===== src/rtl/arb_pkg.sv =====
// Shared definitions for the memory port arbiter: state encodings,
// requester identifiers and default widths.
package arb_pkg;

  typedef enum logic [1:0] {
    ARB_IDLE    = 2'd0,
    ARB_GRANT_I = 2'd1,
    ARB_GRANT_D = 2'd2,
    ARB_RELEASE = 2'd3
  } arb_state_t;

  localparam logic REQ_I = 1'b0;
  localparam logic REQ_D = 1'b1;

  localparam int ARB_ADDR_W   = 28;
  localparam int ARB_BLOCK_W  = 128;
  localparam int ARB_MAX_WAIT = 255;

endpackage


===== src/rtl/rr_pick2.sv =====
// Two-way round-robin selector: on a tie, the side that was not served
// last wins.
module rr_pick2
  import arb_pkg::*;
(
  input  logic req_i,
  input  logic req_d,
  input  logic last_grant,
  output logic grant_i,
  output logic grant_d
);

  always_comb begin
    grant_i = 1'b0;
    grant_d = 1'b0;
    if (req_i && req_d) begin
      grant_i = (last_grant == REQ_D);
      grant_d = (last_grant == REQ_I);
    end else begin
      grant_i = req_i;
      grant_d = req_d;
    end
  end

endmodule


===== src/rtl/mem_port_arbiter.sv =====
// Shares one main-memory port between I-cache refills and D-cache refill/writeback.
// Optional stall/conflict performance counters are built when ARB_PERF_COUNT_EN is defined.
module mem_port_arbiter
  import arb_pkg::*;
#(
  parameter int ADDR_W   = ARB_ADDR_W,
  parameter int BLOCK_W  = ARB_BLOCK_W,
  parameter int MAX_WAIT = ARB_MAX_WAIT
) (
  input  logic               CLK,
  input  logic               RESET,
  input  logic               I_READ,
  input  logic [ADDR_W-1:0]  I_ADDR,
  output logic [BLOCK_W-1:0] I_READDATA,
  output logic               I_BUSYWAIT,
  input  logic               D_READ,
  input  logic               D_WRITE,
  input  logic [ADDR_W-1:0]  D_ADDR,
  input  logic [BLOCK_W-1:0] D_WRITEDATA,
  output logic [BLOCK_W-1:0] D_READDATA,
  output logic               D_BUSYWAIT,
  output logic               MEM_READ,
  output logic               MEM_WRITE,
  output logic [ADDR_W-1:0]  MEM_ADDR,
  output logic [BLOCK_W-1:0] MEM_WRITEDATA,
  input  logic [BLOCK_W-1:0] MEM_READDATA,
  input  logic               MEM_BUSYWAIT,
  output logic               PIPE_STALL,
`ifdef ARB_PERF_COUNT_EN
  output logic [31:0]        I_STALL_CYCLES,
  output logic [31:0]        D_STALL_CYCLES,
  output logic [31:0]        CONFLICT_CYCLES,
`endif
  output logic               ARB_ERROR
);

  localparam int CNT_W = $clog2(MAX_WAIT + 1);

  arb_state_t       state;
  logic             last_grant;
  logic             started;
  logic [CNT_W-1:0] wait_cnt;
  logic             d_req;
  logic             pick_i;
  logic             pick_d;
  logic             granted;
  logic             timeout;
  logic             complete;

  assign d_req = D_READ | D_WRITE;

  rr_pick2 u_pick (
    .req_i      (I_READ),
    .req_d      (d_req),
    .last_grant (last_grant),
    .grant_i    (pick_i),
    .grant_d    (pick_d)
  );

  // A transaction finishes on the first idle memory cycle after memory has
  // acknowledged with busy, or when the watchdog gives up on it.
  assign granted  = (state == ARB_GRANT_I) || (state == ARB_GRANT_D);
  assign timeout  = granted && MEM_BUSYWAIT && (wait_cnt == CNT_W'(MAX_WAIT - 1));
  assign complete = granted && ((started && !MEM_BUSYWAIT) || timeout);

  assign I_BUSYWAIT = I_READ && !(complete && (state == ARB_GRANT_I));
  assign D_BUSYWAIT = d_req && !(complete && (state == ARB_GRANT_D));
  assign PIPE_STALL = I_BUSYWAIT | D_BUSYWAIT;

  always_ff @(posedge CLK or negedge RESET) begin
    if (!RESET) begin
      state         <= ARB_IDLE;
      last_grant    <= REQ_D;
      started       <= 1'b0;
      wait_cnt      <= '0;
      MEM_READ      <= 1'b0;
      MEM_WRITE     <= 1'b0;
      MEM_ADDR      <= '0;
      MEM_WRITEDATA <= '0;
      I_READDATA    <= '0;
      D_READDATA    <= '0;
      ARB_ERROR     <= 1'b0;
    end else begin
      case (state)
        ARB_IDLE: begin
          started  <= 1'b0;
          wait_cnt <= '0;
          if (D_READ && D_WRITE) begin
            ARB_ERROR <= 1'b1;
          end
          if (pick_i) begin
            state     <= ARB_GRANT_I;
            MEM_ADDR  <= I_ADDR;
            MEM_READ  <= 1'b1;
            MEM_WRITE <= 1'b0;
          end else if (pick_d) begin
            // A conflicting read+write request is served as a write.
            state         <= ARB_GRANT_D;
            MEM_ADDR      <= D_ADDR;
            MEM_WRITEDATA <= D_WRITEDATA;
            MEM_WRITE     <= D_WRITE;
            MEM_READ      <= !D_WRITE;
          end
        end
        ARB_GRANT_I, ARB_GRANT_D: begin
          if (MEM_BUSYWAIT) begin
            started  <= 1'b1;
            wait_cnt <= wait_cnt + 1'b1;
          end
          if (complete) begin
            state     <= ARB_RELEASE;
            started   <= 1'b0;
            wait_cnt  <= '0;
            MEM_READ  <= 1'b0;
            MEM_WRITE <= 1'b0;
            if (timeout) begin
              ARB_ERROR <= 1'b1;
            end
            if (state == ARB_GRANT_I) begin
              I_READDATA <= timeout ? '0 : MEM_READDATA;
              last_grant <= REQ_I;
            end else begin
              if (MEM_READ) begin
                D_READDATA <= timeout ? '0 : MEM_READDATA;
              end
              last_grant <= REQ_D;
            end
          end
        end
        ARB_RELEASE: begin
          state <= ARB_IDLE;
        end
        default: begin
          state <= ARB_IDLE;
        end
      endcase
    end
  end

`ifdef ARB_PERF_COUNT_EN
  // Saturating counters so long runs never wrap back to small values.
  always_ff @(posedge CLK or negedge RESET) begin
    if (!RESET) begin
      I_STALL_CYCLES  <= '0;
      D_STALL_CYCLES  <= '0;
      CONFLICT_CYCLES <= '0;
    end else begin
      if (I_BUSYWAIT && (I_STALL_CYCLES != '1)) begin
        I_STALL_CYCLES <= I_STALL_CYCLES + 32'd1;
      end
      if (D_BUSYWAIT && (D_STALL_CYCLES != '1)) begin
        D_STALL_CYCLES <= D_STALL_CYCLES + 32'd1;
      end
      if ((state == ARB_IDLE) && I_READ && d_req && (CONFLICT_CYCLES != '1)) begin
        CONFLICT_CYCLES <= CONFLICT_CYCLES + 32'd1;
      end
    end
  end
`endif

endmodule


===== config.mk =====
export PLATFORM = sky130hd
export DESIGN_NAME = mem_port_arbiter
export DESIGN_NICKNAME = d
export VERILOG_FILES = /design/src/rtl/arb_pkg.sv /design/src/rtl/rr_pick2.sv /design/src/rtl/mem_port_arbiter.sv
export SDC_FILE = /design/constraint.sdc
export NUM_CORES = 1
export LEC_CHECK = 0
export ABC_AREA = 1
export BUFFER_PORTS_ARGS = -buffer_cell sky130_fd_sc_hd__buf_2
export CAP_MARGIN = 20
export CORE_AREA = 2 2 290 292
export CTS_BUF_LIST = sky130_fd_sc_hd__clkbuf_8
export CTS_CLUSTER_DIAMETER = 100
export CTS_CLUSTER_SIZE = 28
export DETAILED_ROUTE_END_ITERATION = 12
export DIE_AREA = 0 0 292 294
export GPL_TIMING_DRIVEN = 0
export PLACE_DENSITY = 0.47
export SYNTH_ARGS = -nofsm -noshare
export SYNTH_HDL_FRONTEND = slang
export SYNTH_SLANG_ARGS = --single-unit

===== constraint.sdc =====
create_clock -name CLK -period 1.8 [get_ports CLK]
set_input_delay 0.09 -clock CLK [delete_from_list [all_inputs] [get_ports CLK]]
set_output_delay 0.09 -clock CLK [all_outputs]
set_load 0.005 [all_outputs]

==> impl_metrics.py <==
metrics = {
    "worst_setup_path": {
        "startpoint": "state[1]$_DFFE_PN0P_",
        "r2r_start": "state[1]$_DFFE_PN0P_",
        "r2r-end": "D_READDATA[61]$_DFFE_PN0P_",
        "cp_slowest_cell": "dfrtp_1",
        "critPathRequiredTime_ns": 1.71,
        "ff2ff_path_depth": 14,
        "max_stage_delay_ns": 0.41,
        "critPathCaptureType": "output port",
        "worstSetupStartpointType": "register",
        "crit_type": "register to output port",
        "worst_ep_arrival_time_ns": 2.15,
        "reg2reg_slack_ns": -0.38,
        "path_max_fanout": 2,
        "crit_chain": "inv_2 -> ha_4 -> nand2_4 -> nor2_4 -> nand2_2 -> nand2_4 -> nand3_4 -> clkbuf_16 -> nand2_8 -> nand2_2 -> buf_2",
    },
    "drt": {
        "drt_first_pass_iters": 5,
        "ant_nets": 0,
        "finalWirelength_um": 77600,
        "drt_iter0_drc": 735,
        "wl_per_cell_um": 20.6,
        "drc": 0,
        "vias": 15993,
        "vias_per_cell": 4.24,
    },
    "yosys": {
        "ys_seq_area_share_pct": 62.6,
        "synth_area_per_cell_um2": 11.3,
        "ys_ff_latch": 427,
        "syn-cell-area_mm2": 0.0171,
        "yosysUniqueCellTypes": 26,
        "synth_top_area_share_pct": 62.4,
        "yosysWarnings": 0,
        "synthCells": 1515,
        "syn_nets": 1839,
        "synthTopCellsByArea": "dfrtp_1 62%, nand2_1 10%, mux2_2 8.4%",
        "synth.largest_area_cell": "dfrtp_1",
    },
    "clock_tree": {
        "cts_buffer_depth": 3,
        "root_buffer": "clkbuf_8",
        "cts.sinks": 427,
        "clock_latency_ns": 0.66,
        "cts_buffers": 22,
        "cts_tree": "built",
        "htreeDepth": 1,
        "clk_pin_slew_worst_paths_ns": 0.17,
    },
    "placement": {
        "gp_congestion": 0.858,
        "portBuffers": 735,
        "dp_hpwl_um": 54500,
    },
    "cells_and_area": {
        "nNetsFinal": 3000,
        "layout_commonest_cell": "buf_2",
        "mostFrequentLayoutCells": "737 x buf_2, 426 x dfrtp_1, 343 x nand2_1, 317 x dlygate4sd3_1, 212 x o21ai_2",
        "synthToLayoutAreaGrowth_pct": 71.6,
        "drive_gt1_share_pct": 53.5,
    },
    "die": {
        "core_area_mm2": 0.0829,
        "initial_core_util_pct": 20.6,
        "die_area_mm2": 0.0858,
        "die_y_um": 294,
        "ios": 736,
        "fp.dieW_um": 292,
        "row_count": 106,
    },
    "hold_path": {
        "hold_start": "MEM_BUSYWAIT",
        "min_to": "wait_cnt[5]$_DFFE_PN0P_",
        "worstHoldPathType": "input pin to register",
        "hold_depth": 4,
    },
    "timing": {
        "period_needed_ns": 2.24,
        "setup_violations": 412,
        "max_freq_mhz": 447,
        "hold_viol": 1,
        "finalMaxSlewViolations": 0,
        "fin_crit_sh_pct": 124,
        "setup_slack_ns": -0.438,
        "whs_ns": -0.00418,
        "slew_headroom_pct": 57.0,
        "fin_skew_ns": 0.0379,
        "tightest_slew_ns": 0.640,
        "grt_setup_unrepaired": "yes",
    },
    "global_route": {
        "grt_usage_pct": 16.5,
        "grt_pass1_wl_um": 108000,
        "grt_overflow": 0,
        "grt_start_max_net_pins": 117,
        "grt_pass1_vias": 16662,
        "antenna_found_initial": 5,
    },
    "power": {
        "peakVddDrop_mv": 0.749,
        "power.density_mw_per_mm2": 1430,
        "power_mw": 41.8,
        "leakagePower_nw": 14.6,
    },
    "flow_run": {
        "drv_cap": 0,
    },
    "run_status": {
        "failed_checks": "hold timing, setup timing",
        "status": "finished, violations left",
    },
}
-- stage by stage --
stage	setup slack, ns	instance area, um2	utilization (%)	setup TNS [ns]	std cells
2_1_floorplan	-0.00132	17100	-	-0.0265	1515
3_3_place_gp	-8.22	22200	26.7	-3653.07	3330
3_5_place_dp	-0.976	22300	26.9	-221.87	3334
4_1_cts	-0.530	27600	33.3	-126.75	3735
5_1_grt	-0.589	29300	35.3	-121.56	3771
6_report	-0.438	29300	35.3	-83.12	3772
-- cell families (layout without fill, tap and decap cells) --
group	after synthesis	in the layout	share of synthesized area [%]
fa+ha+maj	6	6	0.440
simple gates	534	534	12.2
buf+inv	113	1288	4.60
mux	128	128	8.44
flops	427	427	62.6
compound gates	303	303	11.5
other cells	0	2	0
xor+xnor	4	4	0.205
-- what timing repair did --
action                                  CTS  global route
gates resized for setup                 255           291
buffers inserted                         24            14
endpoints found under the setup margin  421           537
endpoints found under the hold margin   652           230
pin swaps                                 6             7
hold buffers                            322             1
cloned                                   18            28
-- worst max-delay path: cells and delay by family (launching register included) --
| family | cells | cell delay (ns) |
|---|---|---|
| fa+ha+maj | 1 | 0.28 |
| buf+inv | 3 | 0.33 |
| flops | 1 | 0.41 |
| simple gates | 7 | 0.45 |
-- registers in the layout (all words and copies together) (netlist names) --
name	count
ARB_ERROR	1
D_READDATA	128
I_READDATA	128
MEM_ADDR	28
MEM_READ	1
MEM_WRITE	1
MEM_WRITEDATA	128
last_grant	1
started	1
state	2
wait_cnt	8
-- area by class of cell --
| class | instances | area (um2) |
|---|---|---|
| fill | 8345 | 53600 |
| tap | 1080 | 1350 |
| timing repair buffer | 1139 | 8600 |
| clock buffer | 24 | 330 |
| clock inverter | 14 | 183 |
| sequential | 427 | 10700 |
| inverter | 16 | 60.1 |
| antenna | 2 | 5.00 |
| multi-input combinational | 975 | 6690 |
| buffer | 95 | 1400 |
-- synth_stat cells, drive strengths merged --
cell and count:
nand2 474, nand3 21, xnor2 2, a21oi 6, nand4 3, inv 16, clkbuf 11, ha 6
xor2 2, buf 86, mux2 128, dfstp 1, dfrtp 426, a31o 2, a31oi 28, o21ai 267
nor2 36
-- routing by layer --
layer / wire length, um / track usage, %
met1: 33300 / 21.4
met2: 38600 / 28.5
met3: 3630 / 2.55
met4: 2030 / 4.70
met5: 36 / 0
-- power breakdown --
| group | switching, mW | leakage [nW] | total, mW | internal, mW |
|---|---|---|---|---|
| combinational | 9.44 | 9.01 | 19.5 | 10.0 |
| sequential | 3.03 | 5.30 | 17.3 | 14.2 |
| clock | 3.41 | 0.260 | 5.07 | 1.66 |
| total | 15.9 | 14.6 | 41.8 | 25.9 |
-- worst max path at each step --
stage                     cells past startpoint                            end  slack (ns)
after floorplan                              12     I_READDATA[11]$_DFFE_PN0P_      -0.001
after global placement                        1  MEM_WRITEDATA[18]$_DFFE_PN0P_       -8.22
after detailed placement                     10     I_READDATA[37]$_DFFE_PN0P_       -0.98
after CTS                                    11                     PIPE_STALL       -0.53
after global routing                         11                     PIPE_STALL       -0.59
final                                        11                     PIPE_STALL       -0.44
(Power assumes the default switching activity.)
